**src/rtl/bcd_to_bin_seq_if.sv**
```systemverilog
// Handshake bundle for the sequential BCD-to-binary converter.
// Optional macro BCD_SIGN_EN adds sign_in and widens bin_out by one bit.
interface bcd_to_bin_seq_if #(
  parameter int DIGITS = 4,
  parameter int OUT_W  = 14
);
`ifdef BCD_SIGN_EN
  localparam int BIN_W = OUT_W + 1;
  logic sign_in;
`else
  localparam int BIN_W = OUT_W;
`endif

  logic                  start;
  logic [4*DIGITS-1:0]   bcd_in;
  logic                  busy;
  logic                  done;
  logic [BIN_W-1:0]      bin_out;
  logic                  err;

`ifdef BCD_SIGN_EN
  modport master (output start, bcd_in, sign_in, input busy, done, bin_out, err);
  modport slave  (input start, bcd_in, sign_in, output busy, done, bin_out, err);
`else
  modport master (output start, bcd_in, input busy, done, bin_out, err);
  modport slave  (input start, bcd_in, output busy, done, bin_out, err);
`endif
endinterface

```
**src/rtl/bcd_to_bin_seq.sv**
```systemverilog
// Sequential BCD-to-binary converter: one digit per clock, MSD first (acc*10 + d).
// Optional macro BCD_SIGN_EN: signed result, negated on load when sign_in was set.
module bcd_to_bin_seq #(
  parameter int DIGITS = 4,
  parameter int OUT_W  = 14
) (
  input  logic            clk,
  input  logic            rst_n,
  bcd_to_bin_seq_if.slave bus
);
`ifdef BCD_SIGN_EN
  localparam int BIN_W = OUT_W + 1;
`else
  localparam int BIN_W = OUT_W;
`endif
  localparam int CNT_W = (DIGITS > 1) ? $clog2(DIGITS) : 1;
  localparam logic [CNT_W-1:0] LAST = CNT_W'(DIGITS - 1);

  typedef enum logic [1:0] {IDLE, CONV, DONE} state_t;

  state_t              state;
  logic [4*DIGITS-1:0] shift;
  logic [OUT_W-1:0]    acc;
  logic [CNT_W-1:0]    cnt;
  logic                err_flag;
  logic                sign;
  logic                busy_r;
  logic                done_r;
  logic                err_r;
  logic [BIN_W-1:0]    bin_r;

  logic [3:0]          digit;
  logic                digit_bad;
  logic [3:0]          digit_ok;
  logic [OUT_W+3:0]    acc_wide;
  logic [OUT_W-1:0]    acc_next;
  logic [3:0]          unused_hi;
  logic [BIN_W-1:0]    result;

  function automatic logic signed [BIN_W-1:0] apply_sign(
    input logic [OUT_W-1:0] mag,
    input logic             neg
  );
    logic signed [BIN_W-1:0] m;
    m = signed'(BIN_W'(mag));
    return neg ? -m : m;
  endfunction

  assign digit     = shift[4*DIGITS-1 -: 4];
  assign digit_bad = (digit > 4'd9);
  assign digit_ok  = digit_bad ? 4'd0 : digit;

  // Full-width acc*10 + d; with a legal OUT_W the top four bits are always zero.
  assign acc_wide  = {1'b0, acc, 3'b000} + {2'b00, acc, 1'b0} + {{OUT_W{1'b0}}, digit_ok};
  assign acc_next  = acc_wide[OUT_W-1:0];
  assign unused_hi = acc_wide[OUT_W+3:OUT_W];

`ifdef BCD_SIGN_EN
  assign result = $unsigned(apply_sign(acc_next, sign));
`else
  assign result = $unsigned(apply_sign(acc_next, 1'b0));
`endif

  always_ff @(posedge clk or negedge rst_n) begin
    if (!rst_n) begin
      state    <= IDLE;
      shift    <= '0;
      acc      <= '0;
      cnt      <= '0;
      err_flag <= 1'b0;
      sign     <= 1'b0;
      busy_r   <= 1'b0;
      done_r   <= 1'b0;
      err_r    <= 1'b0;
      bin_r    <= '0;
    end else begin
      case (state)
        IDLE: begin
          done_r <= 1'b0;
          if (bus.start) begin
            shift    <= bus.bcd_in;
            acc      <= '0;
            err_flag <= 1'b0;
            cnt      <= '0;
`ifdef BCD_SIGN_EN
            sign     <= bus.sign_in;
`else
            sign     <= 1'b0;
`endif
            busy_r   <= 1'b1;
            state    <= CONV;
          end
        end
        CONV: begin
          acc      <= acc_next;
          err_flag <= err_flag | digit_bad;
          shift    <= shift << 4;
          cnt      <= cnt + 1'b1;
          // Last digit: results are loaded from the combinational next values.
          if (cnt == LAST) begin
            bin_r  <= result;
            err_r  <= err_flag | digit_bad;
            done_r <= 1'b1;
            state  <= DONE;
          end
        end
        DONE: begin
          done_r <= 1'b0;
          busy_r <= 1'b0;
          state  <= IDLE;
        end
        default: begin
          done_r <= 1'b0;
          busy_r <= 1'b0;
          state  <= IDLE;
        end
      endcase
    end
  end

  assign bus.busy    = busy_r;
  assign bus.done    = done_r;
  assign bus.bin_out = bin_r;
  assign bus.err     = err_r;
endmodule
```
**src/flat_wrapper.sv**
```systemverilog
// flat-port wrapper written by rule: the top's interface ports become plain ports
module bcd_to_bin_seq_flat 
#(
  parameter int DIGITS = 4,
  parameter int OUT_W  = 14
)
  (clk, rst_n, bus_start, bus_bcd_in, bus_busy, bus_done, bus_bin_out, bus_err);
  bcd_to_bin_seq_if #(.DIGITS(DIGITS), .OUT_W(OUT_W)) bus_i ();
  input  logic clk;
  input  logic rst_n;
  input wire logic [$bits(bus_i.start)-1:0] bus_start;
  input wire logic [$bits(bus_i.bcd_in)-1:0] bus_bcd_in;
  output wire logic [$bits(bus_i.busy)-1:0] bus_busy;
  output wire logic [$bits(bus_i.done)-1:0] bus_done;
  output wire logic [$bits(bus_i.bin_out)-1:0] bus_bin_out;
  output wire logic [$bits(bus_i.err)-1:0] bus_err;
  assign bus_i.start = bus_start;
  assign bus_i.bcd_in = bus_bcd_in;
  assign bus_busy = bus_i.busy;
  assign bus_done = bus_i.done;
  assign bus_bin_out = bus_i.bin_out;
  assign bus_err = bus_i.err;
  bcd_to_bin_seq #(.DIGITS(DIGITS), .OUT_W(OUT_W)) u_core (.clk(clk), .rst_n(rst_n), .bus(bus_i));
endmodule
```
**config.mk**
```make
export PLATFORM = sky130hd
export DESIGN_NAME = bcd_to_bin_seq_flat
export DESIGN_NICKNAME = d
export VERILOG_FILES = /design/src/rtl/bcd_to_bin_seq_if.sv /design/src/rtl/bcd_to_bin_seq.sv /design/src/flat_wrapper.sv
export SDC_FILE = /design/constraint.sdc
export NUM_CORES = 1
export LEC_CHECK = 0
export CORE_MARGIN = 2
export CORE_UTILIZATION = 36
export DETAILED_ROUTE_END_ITERATION = 10
export PLACE_DENSITY = 0.55
export REMOVE_ABC_BUFFERS = 1
export SYNTH_ARGS = -nofsm -noshare
export SYNTH_HDL_FRONTEND = slang
export SYNTH_SLANG_ARGS = --single-unit
```
**constraint.sdc**
```tcl
create_clock -name clk -period 3.4 [get_ports clk]
set_input_delay 0.34 -clock clk [delete_from_list [all_inputs] [get_ports clk]]
set_output_delay 0.34 -clock clk [all_outputs]
set_load 0.05 [all_outputs]
```
==> Yosys cells after proc, flatten, opt, wreduce, memory -nomap -nowiden <==
Cells that the tools add are included.
{ "word_totals": {"regBits": 51, "latchBits": 0, "ramBits": 0, "mem_bits_ro": 0, "in_bits": 19, "out_inout_bits": 17, "wordCells": 41, "n_memories": 0} }
{ "op_classes": {"n_addsub": 3, "n_mul": 0, "n_div": 0, "magnitude_cmp": 1, "n_eq_ne": 4, "n_shift": 0, "muxes": 16, "bitwise": 2, "n_reduce_logical": 6} }
{ "ops": {"columns": ["operator", "count"], "rows": [
  ["16-bit case mux with 2 select lines", 1],
  ["13-bit case mux with 2 select lines", 1],
  ["16-bit 2-to-1 mux", 1],
  ["14-bit adder", 1],
  ["14-bit by 4-bit adder with 14-bit output", 1],
  ["13-bit 2-to-1 mux", 1],
  ["2-bit case mux with 2 select lines", 2],
  ["2-bit AND reduction", 4],
  ["2-bit 2-to-1 mux", 3],
  ["4-bit > comparator, second input constant", 1],
  ["1-bit 2-to-1 mux", 4],
  ["4-bit 2-to-1 mux", 1],
  ["1-bit case mux with 2 select lines", 2],
  ["2-bit by 1-bit adder with 2-bit output, second input constant", 1],
  ["2-bit by 1-bit == test with 1-bit output, second input constant", 1],
  ["2-bit == test, second input constant", 1],
  ["2-bit zero test", 1],
  ["2-bit by 1-bit != test with 1-bit output, second input constant", 1],
  ["2-bit != test, second input constant", 1],
  ["2-bit nonzero test", 1],
  ["1-bit inverter", 1],
  ["1-bit bitwise OR", 1]
]} }

==> Depth between registers and ports, before layout <==
{ "depth": {"word_depth": 4, "ltp_mapped": 10, "mapped_depth_nobuf": 10} }

==> Worst setup path after synthesis <==
OpenSTA, ideal clock, no wires.
{ "synth_path": {"path_type": "reg2reg", "start": "register u_core.shift[14]", "end": "register u_core.bin_r[13], in the netlist u_core.bus.bin_out[13]", "setup_ns": 0.131, "arrival_time_ns": 2.277, "required_time_ns": 3.269, "path_slack_ns": 0.991, "path_stages_with_launch": 11, "path_buffers": 0, "period_less_slack_ns": 2.409, "cell_sequence": "dfrtp_1 > nor2_1 > nand2_1 > fa_1 > inv_1 > ha_1 > a21oi_1 > nor2_1 > o2111ai_1 > a21oi_1 > or3_1"} }
{ "synth_between": {"elab_chain_cells": 3} }
{ "synth_lines": {"columns": ["item", "line_no", "rtl"], "rows": [
  ["start, declared", "bcd_to_bin_seq.sv:22", "logic [4*DIGITS-1:0] shift;"],
  ["start signal, assigned", "bcd_to_bin_seq.sv:81", "shift <= bus.bcd_in;"],
  ["start signal, assigned", "bcd_to_bin_seq.sv:97", "shift <= shift << 4;"],
  ["4-bit > comparator", "bcd_to_bin_seq.sv:50", "assign digit_bad = (digit > 4'd9);"],
  ["4-bit 2-to-1 mux *", "bcd_to_bin_seq.sv:51", "assign digit_ok = digit_bad ? 4'd0 : digit;"],
  ["14-bit by 4-bit adder with 14-bit output *", "bcd_to_bin_seq.sv:54", "assign acc_wide = {1'b0, acc, 3'b000} + {2'b00, acc, 1'b0} + {{OUT_W{1'b0}}, digit_ok};"],
  ["end signal, assigned", "bcd_to_bin_seq.sv:101", "bin_r <= result;"],
  ["end, declared", "bcd_to_bin_seq.sv:30", "logic [BIN_W-1:0] bin_r;"]
]} }
Mark *: on every way between the ends. The rest lies on a longest branch, timed or not.
A chain may end at the register's enable or synchronous reset.

==> Worst setup path in the final report <==
{ "layout_path": {"start": "register u_core.shift[14]", "end": "register u_core.acc[12]"} }
{ "layout_between": {"elab_chain_cells": 4} }
{ "layout_lines": {"columns": ["item", "line_no", "rtl"], "rows": [
  ["4-bit > comparator", "bcd_to_bin_seq.sv:50", null],
  ["4-bit 2-to-1 mux *", "bcd_to_bin_seq.sv:51", null],
  ["14-bit by 4-bit adder with 14-bit output *", "bcd_to_bin_seq.sv:54", null],
  ["13-bit case mux with 2 select lines *", "bcd_to_bin_seq.sv:77", "case (state)"],
  ["end signal, assigned", "bcd_to_bin_seq.sv:95", "acc <= acc_next;"],
  ["end, declared", "bcd_to_bin_seq.sv:23", "logic [OUT_W-1:0] acc;"]
]} }
Marks and branches as above.

==> impl_metrics.ini <==
[clock_tree]
cts.clk_slew.worst_paths_ns = 0.10
numCtsBuffers = 5
cts_resized = 0
root_buffer = clkbuf_8
hold_buffers = 0
clock_sinks = 51
htree_num_levels = 2
cts_setup_buffers = 0
cts_tree = yes
clockBufferDepth = 2
clk_latency_ns = 0.31

[power]
pwr-share-comb_pct = 55.6
pwr-share-seq_pct = 33.0
clkPwrFrac_pct = 11.3
powerDensity_nw_per_um2 = 956
ir_worst_vdd_v = 0.000317
leakagePower_uw = 0.00153
swShare_pct = 46.7
p_sw_uw = 1500
p_int_uw = 1710

[logic_synthesis]
synthArstFlopShare_pct = 100
syn_avg_cell_area_um2 = 9.76
syn_area_um2 = 2790
ys_warn_count = 0
synth-seq-cells = 51
yosysUniqueCellTypes = 40
seq_area_frac_synth_pct = 45.7
synth_edf_count = 0
synth_ff_type = dfrtp_1
synthCells = 286

[sta]
rsz0062_at_grt = false
hold_violations = 0
post-route-period-util_pct = 78.7
holdWs_ns = 0.178
final-max-slew-violation-count = 0
fmax_mhz = 374
max_slew_margin_pct = 36.3
worstMarginPinSlew_ns = 0.955
setup_viol = 0
final.min_clock_period_ns = 2.67
fin_skew_ns = 0.0103
fin_setup_tns_ns = 0

[finish]
fin_nets = 366
num_antenna_cells = 0
syn_to_final_growth_pct = 19.9
final_cell_mix = 51 x dfrtp_1, 46 x nand2_1, 39 x o21ai_0, 34 x clkdlybuf4s50_1, 23 x ha_1
drive_gt1_share_pct = 7.12
mostFrequentLayoutCell = dfrtp_1

[global_route]
grt_pass1_wl_um = 10400
track_usage_pct = 15.3
grt_pass1_vias = 2154
antenna_found_initial = 0
grt-ovfl-total = 0
grt_max_degree = 44

[setup_path]
crit_type = reg -> reg
critPathCaptureType = flip-flop
cp_data_required_time_ns = 3.60
crit_fanout = 4
cp.arrival_ns = 2.87
cp-start-kind = flip-flop

[drt]
routedWlPerCell_um = 14.3
drc = 0
routed-via-count = 2138
ant_nets = 0
dr.pass1.iters = 4
drt_wl_total_um = 6060
detail_route.vias_per_cell = 5.03
drt_iter0_drc = 69

[place]
globalplace.congestion = 0.799
portBuffers = 35
hpwlAfterDp_um = 4420

[floorplan]
die-width_um = 92.1
core_area_um2 = 7610
dieArea_um2 = 8480
die_y_um = 92.1
start_util_pct = 36.7
pin_count = 36
core.rowCount = 32

[run_status]
outcome = completed

[worst_hold_path]
min_path_type = in -> async

[flow_run]
drv_cap = 0
## per-layer routing
| layer | GRT usage [%] | share of wire (%) | up-vias |
|---|---|---|---|
| met1 | 20.4 | 48 | 1027 |
| met3 | 3.37 | 3.5 | 2 |
| met4 | 2.61 | 0.31 | 0 |
| met5 | 0 | 0 | - |
| met2 | 25.8 | 48 | 35 |
| li1 | - | - | 1074 |
## path summary, 6_finish.rpt
| check | slack [ns] | cells after the start | start | to |
|---|---|---|---|---|
| setup reg to reg | 0.73 | 9 | u_core.shift[14]$_DFFE_PN0P_ | u_core.acc[12]$_DFFE_PN0P_ |
| setup / recovery | 0.73 | 9 | u_core.shift[14]$_DFFE_PN0P_ | u_core.acc[12]$_DFFE_PN0P_ |
| max in group asynchronous | 2.53 | 2 | rst_n | u_core.shift[1]$_DFFE_PN0P_ |
| min in group clk | 0.49 | 2 | u_core.bus.bin_out[8]$_DFFE_PN0P_ | u_core.bus.bin_out[8]$_DFFE_PN0P_ |
| hold / removal | 0.18 | 1 | rst_n | u_core.acc[8]$_DFFE_PN0P_ |
| hold reg to reg | 0.49 | 2 | u_core.bus.bin_out[8]$_DFFE_PN0P_ | u_core.bus.bin_out[8]$_DFFE_PN0P_ |
## area by class of cell
type / instances / area, um2
fillers: 760 / 4260
well taps: 102 / 128
inverters: 11 / 41.3
clock inverters: 2 / 16.3
flip-flops and latches: 51 / 1280
clock buffers: 6 / 72.6
multi-input cells: 213 / 1430
repair buffers: 40 / 383
## cell usage after synthesis, types with 3 or more instances
cell / count / area share, %
dfrtp_1: 51 / 46
nand2b_1: 7 / 1.6
nor2b_1: 10 / 2.2
mux2i_1: 13 / 4.7
nand2_1: 46 / 6.2
buf_2: 6 / 1.1
a21oi_1: 12 / 2.2
nand3_1: 5 / 0.90
xor2_1: 4 / 1.3
xnor2_1: 3 / 0.94
nor2_1: 13 / 1.7
ha_1: 23 / 10
clkbuf_1: 5 / 0.67
inv_1: 10 / 1.3
o21ai_0: 39 / 7.0
a22o_1: 3 / 0.94
nand4_1: 3 / 0.67
o2111ai_1: 3 / 0.94
## critical path: stages, from the launching register on
cell	delay, ns
dfrtp_1	0.42
nor2_1	0.11
nand2_1	0.08
fa_1	0.49
fa_1	0.48
nor2b_1	0.17
o2111ai_1	0.15
a21oi_1	0.25
o21ai_0	0.16
a32o_1	0.27
## power by group through the flow
stage	clock, uW	combinational (uW)	sequential (uW)
after floorplan	0	986	1330
after global placement	0	1780	1070
after detailed placement	0	1800	1080
after CTS	377	1810	1060
after global routing	400	2000	1100
final	363	1780	1060
## through the flow
step	util, %	worst slack, ns	std cells	total power (uW)	instance area, um2
floorplan	-	0.601	275	2310	2740
global placement	42.8	0.870	417	2840	3260
global route	44.0	0.559	425	3500	3350
CTS	44.0	0.722	425	3250	3350
finish	44.0	0.726	425	3200	3350
detailed placement	42.8	0.757	417	2880	3260
## registers in the layout, summed over array words and instances, names as in the netlist
signal,flops
u_core.bus.err,1
u_core.acc,13
u_core.bus.busy,1
u_core.bus.bin_out,14
u_core.cnt,2
u_core.err_flag,1
u_core.shift,16
u_core.bus.done,1
u_core.state,2
## cells by family after synthesis
group	after synthesis	share of synthesized area, %
AO/OA/AOI/OAI	75	16.7
XOR/XNOR	7	2.20
adder cells (fa/ha/maj)	25	11.7
buffers and inverters	22	3.23
flip-flops	51	45.7
multiplexers	15	5.47
AND/OR/NAND/NOR	91	15.0
No activity file was read; power rests on OpenSTA's default activity.
